`src/rtl/beep_pkg.sv`:
```
// Shared types and default timing constants for the buzzer tone sequencer.
// Defaults assume a 50 MHz clock.
package beep_pkg;

    typedef enum logic [1:0] {
        IDLE = 2'd0,
        TONE = 2'd1,
        GAP  = 2'd2
    } state_t;

    localparam int HALF_W = 17;
    localparam int CNT_W  = 24;

    localparam int unsigned HALF_P0_DEF = 95_420;
    localparam int unsigned HALF_P1_DEF = 85_034;
    localparam int unsigned HALF_P2_DEF = 75_758;
    localparam int unsigned HALF_P3_DEF = 71_633;
    localparam int unsigned DUR_CNT_DEF = 5_000_000;
    localparam int unsigned GAP_CNT_DEF = 500_000;

    function automatic logic [1:0] lowest_idx(input logic [3:0] k);
        logic [1:0] idx;
        if (k[0])      idx = 2'd0;
        else if (k[1]) idx = 2'd1;
        else if (k[2]) idx = 2'd2;
        else           idx = 2'd3;
        return idx;
    endfunction

endpackage

```
`src/rtl/beep_tone_gen.sv`:
```
// Square-wave generator: load starts high with a cleared count, en toggles every half cycles.
// Any cycle without en or load forces the output low and clears the count.
module beep_tone_gen
    import beep_pkg::*;
(
    input  logic              clk,
    input  logic              rstn,
    input  logic              en,
    input  logic              load,
    input  logic [HALF_W-1:0] half,
    output logic              beep
);

    localparam logic [HALF_W-1:0] HALF_ONE = HALF_W'(1);

    logic [HALF_W-1:0] half_cnt;

    always_ff @(posedge clk or negedge rstn) begin
        if (!rstn) begin
            half_cnt <= '0;
            beep     <= 1'b0;
        end else if (load) begin
            half_cnt <= '0;
            beep     <= 1'b1;
        end else if (en) begin
            if (half_cnt == half - HALF_ONE) begin
                half_cnt <= '0;
                beep     <= ~beep;
            end else begin
                half_cnt <= half_cnt + HALF_ONE;
            end
        end else begin
            half_cnt <= '0;
            beep     <= 1'b0;
        end
    end

endmodule

```
`src/rtl/beep_tone_ctrl.sv`:
```
// Key-pulse to buzzer tone sequencer: IDLE -> TONE (DUR_CNT cycles) -> GAP (GAP_CNT cycles); outputs valid the edge after an accepted pulse.
// No backpressure: pulses outside IDLE are dropped, or held in a 1-entry pending slot when BEEP_QUEUE_EN is defined.
module beep_tone_ctrl
    import beep_pkg::*;
#(
    parameter int unsigned HALF_P0 = HALF_P0_DEF,
    parameter int unsigned HALF_P1 = HALF_P1_DEF,
    parameter int unsigned HALF_P2 = HALF_P2_DEF,
    parameter int unsigned HALF_P3 = HALF_P3_DEF,
    parameter int unsigned DUR_CNT = DUR_CNT_DEF,
    parameter int unsigned GAP_CNT = GAP_CNT_DEF
) (
    input  logic       clk,
    input  logic       rstn,
    input  logic [3:0] key_pulse,
    output logic       beep,
    output logic       busy,
    output logic [1:0] key_id
);

    localparam logic [HALF_W-1:0] H0       = HALF_W'(HALF_P0);
    localparam logic [HALF_W-1:0] H1       = HALF_W'(HALF_P1);
    localparam logic [HALF_W-1:0] H2       = HALF_W'(HALF_P2);
    localparam logic [HALF_W-1:0] H3       = HALF_W'(HALF_P3);
    localparam logic [CNT_W-1:0]  DUR_LAST = CNT_W'(DUR_CNT - 1);
    localparam logic [CNT_W-1:0]  GAP_LAST = CNT_W'(GAP_CNT - 1);
    localparam logic [CNT_W-1:0]  CNT_ONE  = CNT_W'(1);

    state_t            state, state_n;
    logic [CNT_W-1:0]  dur_cnt, dur_n;
    logic [CNT_W-1:0]  gap_cnt, gap_n;
    logic [1:0]        key_id_n;
    logic              busy_n;
    logic              load;
    logic              en;
    logic [HALF_W-1:0] half;

`ifdef BEEP_QUEUE_EN
    logic       pend_vld, pend_vld_n;
    logic [1:0] pend_idx, pend_idx_n;
`endif

    // key_id is registered and stable for the whole tone, so it selects the pitch directly
    always_comb begin
        case (key_id)
            2'd0:    half = H0;
            2'd1:    half = H1;
            2'd2:    half = H2;
            default: half = H3;
        endcase
    end

    always_comb begin
        state_n  = state;
        dur_n    = dur_cnt;
        gap_n    = gap_cnt;
        key_id_n = key_id;
        load     = 1'b0;
        en       = 1'b0;
`ifdef BEEP_QUEUE_EN
        pend_vld_n = pend_vld;
        pend_idx_n = pend_idx;
        if (state != IDLE && (|key_pulse) && !pend_vld) begin
            pend_vld_n = 1'b1;
            pend_idx_n = lowest_idx(key_pulse);
        end
`endif
        case (state)
            IDLE: begin
                if (|key_pulse) begin
                    state_n  = TONE;
                    key_id_n = lowest_idx(key_pulse);
                    dur_n    = '0;
                    gap_n    = '0;
                    load     = 1'b1;
                end
            end
            TONE: begin
                // en is withheld on the last cycle so the generator drops beep on entry to GAP
                if (dur_cnt == DUR_LAST) begin
                    state_n = GAP;
                    gap_n   = '0;
                end else begin
                    dur_n = dur_cnt + CNT_ONE;
                    en    = 1'b1;
                end
            end
            GAP: begin
                if (gap_cnt == GAP_LAST) begin
`ifdef BEEP_QUEUE_EN
                    // a pulse landing on the final GAP cycle counts as a queued press
                    if (pend_vld || (|key_pulse)) begin
                        state_n    = TONE;
                        key_id_n   = pend_vld ? pend_idx : lowest_idx(key_pulse);
                        dur_n      = '0;
                        gap_n      = '0;
                        load       = 1'b1;
                        pend_vld_n = 1'b0;
                    end else begin
                        state_n = IDLE;
                    end
`else
                    state_n = IDLE;
`endif
                end else begin
                    gap_n = gap_cnt + CNT_ONE;
                end
            end
            default: state_n = IDLE;
        endcase
        busy_n = (state_n != IDLE);
    end

    always_ff @(posedge clk or negedge rstn) begin
        if (!rstn) begin
            state   <= IDLE;
            dur_cnt <= '0;
            gap_cnt <= '0;
            key_id  <= 2'd0;
            busy    <= 1'b0;
`ifdef BEEP_QUEUE_EN
            pend_vld <= 1'b0;
            pend_idx <= 2'd0;
`endif
        end else begin
            state   <= state_n;
            dur_cnt <= dur_n;
            gap_cnt <= gap_n;
            key_id  <= key_id_n;
            busy    <= busy_n;
`ifdef BEEP_QUEUE_EN
            pend_vld <= pend_vld_n;
            pend_idx <= pend_idx_n;
`endif
        end
    end

    beep_tone_gen u_tone_gen (
        .clk  (clk),
        .rstn (rstn),
        .en   (en),
        .load (load),
        .half (half),
        .beep (beep)
    );

endmodule

```
`config.mk`:
```
export PLATFORM = sky130hd
export DESIGN_NAME = beep_tone_ctrl
export DESIGN_NICKNAME = d
export VERILOG_FILES = /design/src/rtl/beep_pkg.sv /design/src/rtl/beep_tone_gen.sv /design/src/rtl/beep_tone_ctrl.sv
export SDC_FILE = /design/constraint.sdc
export NUM_CORES = 1
export LEC_CHECK = 0
export CORE_MARGIN = 2
export CORE_UTILIZATION = 62
export DETAILED_ROUTE_END_ITERATION = 8
export PLACE_DENSITY = 0.86
export SLEW_MARGIN = 20
export SYNTH_ARGS = -nofsm -noshare
export SYNTH_HDL_FRONTEND = slang
export SYNTH_SLANG_ARGS = --single-unit
```
`constraint.sdc`:
```
create_clock -name clk -period 2.6 [get_ports clk]
set_input_delay 0.39 -clock clk [delete_from_list [all_inputs] [get_ports clk]]
set_output_delay 0.39 -clock clk [all_outputs]
set_load 0.02 [all_outputs]
```
Word level (Yosys, flattened, before mapping)

Index checks and enable logic that the tools add are counted.

Memory bits (writable): 0
ROM bits: 0
Output and inout port bits: 4
Logic and storage cells: 57
Memories kept: 0
Input port bits: 6
Bits in registers: 71
Latch bits: 0

Shifts and indexed selects: 0
Add/subtract/negate cells: 4
Bitwise gates (word level): 1
$mul: 0
$lt $le $gt $ge: 0
Divide/modulo/power cells: 0
Reductions and logical operators: 9
Mux-type cells: 24
Equality and inequality tests: 12

Operators with widths:

| kind                                                | number |
|---|---|
| 2-to-1 mux 24 bit                                   | 4 |
| one-hot mux 24 bit (3 select lines)                 | 1 |
| 2-to-1 mux 17 bit                                   | 3 |
| adder 24 x 1 -> 24 bit (second input constant)      | 2 |
| one-hot mux 24 bit (2 select lines)                 | 1 |
| one-hot mux 15 bit (3 select lines)                 | 1 |
| == test 24 x 19 -> 1 bit (second input constant)    | 1 |
| == test 24 x 23 -> 1 bit (second input constant)    | 1 |
| adder 17 x 1 -> 17 bit (second input constant)      | 1 |
| == test 17 bit                                      | 1 |
| subtractor 17 x 1 -> 17 bit (second input constant) | 1 |
| 2-to-1 mux 2 bit                                    | 5 |
| 2-to-1 mux 1 bit                                    | 8 |
| != test 2 bit (second input constant)               | 4 |
| one-hot mux 2 bit (3 select lines)                  | 1 |
| == test 2 x 1 -> 1 bit (second input constant)      | 2 |
| == test 2 bit (second input constant)               | 2 |
| zero test 2 bit                                     | 2 |
| AND reduction 4 bit                                 | 1 |
| nonzero test 2 bit                                  | 2 |
| OR reduction 4 bit                                  | 1 |
| != test 3 x 2 -> 1 bit (second input constant)      | 1 |
| AND reduction 3 bit                                 | 1 |
| nonzero test 3 bit                                  | 1 |
| 2 further kinds                                     | 2 |

Longest topological paths before layout

Gate-level depths: netlist of run 1.

Depth after elaboration: 7
Gate-level depth with buffers: 9

By module

From an unflattened synthesis of run 1, not the netlist that was laid out.

Cell total of the unflattened synthesis: 513
Area total of the unflattened synthesis: 4,555.6 µm²

By module, submodules not included:

| module         | area an instance (µm²) | cells an instance | seq. area each (µm²) | instances |
|---|---|---|---|---|
| beep_tone_ctrl | 3,126.7                | 346               | 1,326.3              | 1 |
| beep_tone_gen  | 1,428.9                | 167               | 450.4                | 1 |

Worst setup path before layout of run 1

OpenSTA, ideal clock, no wires.

Path type: reg2reg
From: register key_id[1]
To: register u_tone_gen.half_cnt[10]
Stages on the path, launching flop included: 9
Slack: 0.166 ns
Clock period less this slack: 2.434 ns
Data arrival time: 2.313 ns
Required time: 2.479 ns
Path through: dfrtp_1 > inv_1 > ha_1 > or3b_2 > a2111oi_0 > a21o_1 > buf_2 > buf_2 > nor2_1

Word-level cells in the longest chain between the ends: 7

Ends and longest elaborated chain:

| item                                    | RTL line              | text |
|---|---|---|
| start: declaration                      | beep_tone_ctrl.sv:18  | `output logic [1:0] key_id` |
| start signal: assignment                | beep_tone_ctrl.sv:129 | `key_id <= key_id_n;` |
| == test 2 bit (tied with other cells)   | beep_tone_ctrl.sv:45  | `case (key_id)` |
| one-hot mux 15 bit (3 select lines) (*) | beep_tone_ctrl.sv:45  |  |
| subtractor 17 x 1 -> 17 bit (*)         | beep_tone_gen.sv:26   | `if (half_cnt == half - HALF_ONE) begin` |
| == test 17 bit (*)                      | beep_tone_gen.sv:26   |  |
| 2-to-1 mux 17 bit (*)                   | beep_tone_gen.sv:26   |  |
| 2-to-1 mux 17 bit (*)                   | beep_tone_gen.sv:25   | `end else if (en) begin` |
| 2-to-1 mux 17 bit (*)                   | beep_tone_gen.sv:22   | `end else if (load) begin` |
| end signal: assignment                  | beep_tone_gen.sv:30   | `half_cnt <= half_cnt + HALF_ONE;` |
| end: declaration                        | beep_tone_gen.sv:16   | `logic [HALF_W-1:0] half_cnt;` |

Mark *: on every way between the ends. The rest lies on a longest branch, timed or not.
A chain may end at the register's enable or synchronous reset.

Worst setup path in the final report of run 1

From: register gap_cnt[21]
To: register gap_cnt[23]

Word-level cells in the longest chain between the ends: 3

Ends and longest elaborated chain:

| item                                                                              | RTL line                                    | text |
|---|---|---|
| start: declaration                                                                | beep_tone_ctrl.sv:31                        | `logic [CNT_W-1:0] gap_cnt, gap_n;` |
| start signal: assignment                                                          | beep_tone_ctrl.sv:128                       | `gap_cnt <= gap_n;` |
| adder 24 x 1 -> 24 bit / == test 24 x 19 -> 1 bit (equally long branches)         | beep_tone_ctrl.sv:106, beep_tone_ctrl.sv:89 |  |
| 2-to-1 mux 24 bit / != test 2 bit (equally long branches)                         | --                                          |  |
| one-hot mux 24 bit (3 select lines) / AND reduction 4 bit (equally long branches) | --                                          |  |

Several ways; a longest one is shown, not always the timed one. The select of a mux whose other input is x is not followed.

==> results of run 1 <==
## registers in the layout, indices dropped and copies added (netlist names)
name / count
u_tone_gen.half_cnt: 17
key_id: 2
busy: 1
u_tone_gen.beep: 1
state: 2
gap_cnt: 24
dur_cnt: 24
## worst min-delay path by stage
stage / startpoint / to / slack, ns / cells after the start
after global placement: rstn / dur_cnt[2]$_DFFE_PN0P_ / 0.21 / 1
after CTS: rstn / dur_cnt[2]$_DFFE_PN0P_ / 0.37 / 2
final: rstn / dur_cnt[2]$_DFFE_PN0P_ / 0.39 / 2
after floorplan: rstn / busy$_DFF_PN0_ / 0.09 / 0
after global routing: rstn / dur_cnt[2]$_DFFE_PN0P_ / 0.39 / 2
after detailed placement: rstn / dur_cnt[2]$_DFFE_PN0P_ / 0.22 / 1
## routing by layer
layer  vias to the layer above  global-route usage (%)  share of wire, %
met3                        14                    5.41               4.2
met5                         -                       0                 0
met1                      1693                    37.5                47
met2                        74                    41.1                47
met4                         0                    7.79               1.3
li1                       1638                       -                 -
## synthesized netlist by cell type (all sizes together) (3+ instances only)
cell type	n	share of area (%)
nand3	28	3.7
clkbuf	14	1.4
inv	9	0.84
o21a	7	1.3
nor4	10	1.6
a31oi	9	1.4
nor2b	3	0.47
a21oi	24	3.0
nand2	29	2.7
and4	5	1.1
nor4b	3	0.81
xnor2	10	2.2
nand4	15	2.5
or3	14	2.2
and3	10	1.6
ha	10	3.1
o311a	3	0.75
o31ai	7	1.4
o31a	3	0.71
nand2b	3	0.47
dfrtp	71	44
or4	6	1.1
xor2	14	3.0
o211ai	7	1.4
nor3b	4	0.75
a221o	3	0.75
nor3	11	1.5
buf	6	0.81
nor2	32	3.0
o21ai	24	3.1
nand3b	3	0.56
a21o	5	0.93
## cell families after synthesis
kind of cell	after synthesis
flip-flops	71
AND/OR/NAND/NOR	184
buffers and inverters	29
AO/OA/AOI/OAI	110
adder cells (fa/ha/maj)	10
multiplexers	1
XOR/XNOR	24
## metrics by stage
step	cells	area [um^2]	power (mW)
3_5_place_dp	506	4200	1.22
4_1_cts	521	4450	2.27
3_3_place_gp	506	4200	1.21
5_1_grt	521	4450	2.33
2_1_floorplan	429	4030	1.17
6_report	521	4450	2.26
## timing repair
item,4_1_cts,5_1_grt
hold endpoints to repair,5,0
hold buffers,1,0
resized for setup,0,2
endpoints found under the setup margin,0,17
## power by group
group	internal, mW	leakage [nW]	switching (mW)
Clock	0.651	0.118	0.410
Combinational	0.0290	0.809	0.0450
Sequential	1.11	0.884	0.0111
## area by class of cell
cell class | count | area share [%]
clock buffer | 10 | 3.09
clock inverter | 4 | 2.14
inverter | 9 | 0.759
multi-input combinational | 329 | 47.9
sequential | 71 | 39.9
tap | 77 | 2.16
timing repair buffer | 21 | 3.99
==> impl_metrics.csv, run 1 <==
group,metric,value,unit
synthesis,ys_seq_elements,71,
global_routing,grt_pass1_vias,3232,
cells_and_area,seqCellArea,0.00178,mm^2
floorplan,die_h,84.6,um
cells_and_area,final_cell_mix,"71 x dfrtp_1, 32 x nor2_1, 29 x nand2_1",
power_and_ir_drop,p_per_area,507,mW/mm^2
sta,fin_crit_sh,89.1,%
synthesis,synth_top_flop_cell,"dfrtp_1",
sta,timing.fmax,432,MHz
sta,min_period,2.32,ns
global_routing,antenna_found_initial,0,
worst_setup_path,arrival,2.55,ns
sta,relSlewSlack,45.0,%
power_and_ir_drop,ir_drop,0.567,mV
global_routing,grt_pass1_wl,15300,um
routing,vias,3419,
power_and_ir_drop,p_leak,1.81,nW
cts,post_cts_buffers,0,
floorplan,die_width,84.6,um
cells_and_area,syn_to_final_growth,10.5,%
synthesis,synth_fa_ha_area_share,3.11,%
worst_setup_path,cp-endpoint,"gap_cnt[23]$_DFFE_PN0P_",
global_routing,globalRouteOverflowTotal,0,
worst_setup_path,required,2.83,ns
synthesis,syn_area,0.00403,mm^2
cells_and_area,drive_above_1_share,9.68,%
floorplan,start_util,63.8,%
cells_and_area,fillCellCount,487,
synthesis,yosys.area_share.xor_xnor,5.22,%
synthesis,yosys_warnings,0,
worst_setup_path,cp-start-kind,"flop",
cts,cts_buffer_depth,2,
sta,maxSlewViolCount,0,
synthesis,synth_mux_area_share,0.249,%
sta,fin_ws,0.284,ns
sta,clock_skew,0.00931,ns
placed_design,detailed_place_hpwl,6040,um
sta,fin_setup_tns,0,ns
worst_setup_path,crit_chain,"nor4_1 > nand4_1 > o31a_1 > and3_1 > a211o_1",
sta,hold_violations,0,
sta,rsz0062_at_grt,"false",
cts,ctsRootBufferMaster,"clkbuf_8",
cts,cts_buffers,9,
synthesis,synth-edff-count,0,
cts,cts-htree-levels,3,
synthesis,ys_seq_area_share,44.1,%
global_routing,grt.total_usage,26.3,%
synthesis,syn_inst,429,
placed_design,post-place-ws,0.0856,ns
worst_setup_path,crit_cells,5,
routing,drc_errors,0,
synthesis,synth_area_per_cell,9.39,um^2
routing,dr.pass1.iters,5,
synthesis,synth_top_family_by_area,"simple AND/OR/NAND/NOR gates",
worst_setup_path,r2r_start,"gap_cnt[21]$_DFFE_PN0P_",
worst_setup_path,worstRegToRegCells,5,
sta,setup_viol,0,
synthesis,post_synth_and_or_nand_nor_area_fraction,25.8,%
cells_and_area,multi_input_comb_area,0.00213,mm^2
placed_design,port_buffers,9,
cells_and_area,layout_commonest_cell,"dfrtp_1",
worst_setup_path,worstSetupPathType,"flop to flop",
worst_setup_path,r2r_end,"gap_cnt[23]$_DFFE_PN0P_",
worst_setup_path,setup.worst_path.start,"gap_cnt[21]$_DFFE_PN0P_",
synthesis,synth_nets,445,
run,drv_cap,0,
floorplan,rows,29,
cells_and_area,utilization,70.5,%
cts,clkSinkCount,71,
worst_hold_path,min_path_type,"input pin to async pin",
worst_setup_path,critPathBufInv,0,
placed_design,globalplace.congestion,0.918,
sta,worstMarginPinSlew,0.825,ns
outcome,run_status,"finished, final reports clean",
routing,wire_per_inst,16.9,um
cells_and_area,nNetsFinal,457,
worst_setup_path,cp_max_fo,21,
cts,cts_tree,"built",
floorplan,core_area,0.00631,mm^2
worst_setup_path,critical_path.top_delay_family,"simple AND/OR/NAND/NOR gates",
routing,drt_iter0_markers,238,
synthesis,async_reset_ff_share,100,%
worst_setup_path,r2r_setup_slack,0.28,ns
cts,cts.clk_slew.worst_paths,0.08,ns
worst_setup_path,cp_slowest_cell,"o31a_1",
floorplan,io-pin-count,10,
cts,clk-insertion-delay-late,0.35,ns
cells_and_area,n_antenna_cell,0,
routing,drtAntennaViolNets,0,
worst_setup_path,end_kind,"flop",
synthesis,synth_compound_area_share,18.5,%
global_routing,grt_max_degree,41,
routing,vias_per_cell,6.56,
routing,wirelength,8780,um
worst_setup_path,critical_path.max_stage_delay,0.63,ns
floorplan,die_area,0.00716,mm^2
synthesis,yosysUniqueCellTypes,65,
sta,whs,0.394,ns
Power figures use the tool's default switching activity.
==> run 2, diff against run 1 <==
SETUP_SLACK_MARGIN = 0.02   (was not set)
==> results of run 2 <==
The final DEF is identical to that of run 1; final timing and power are the same.
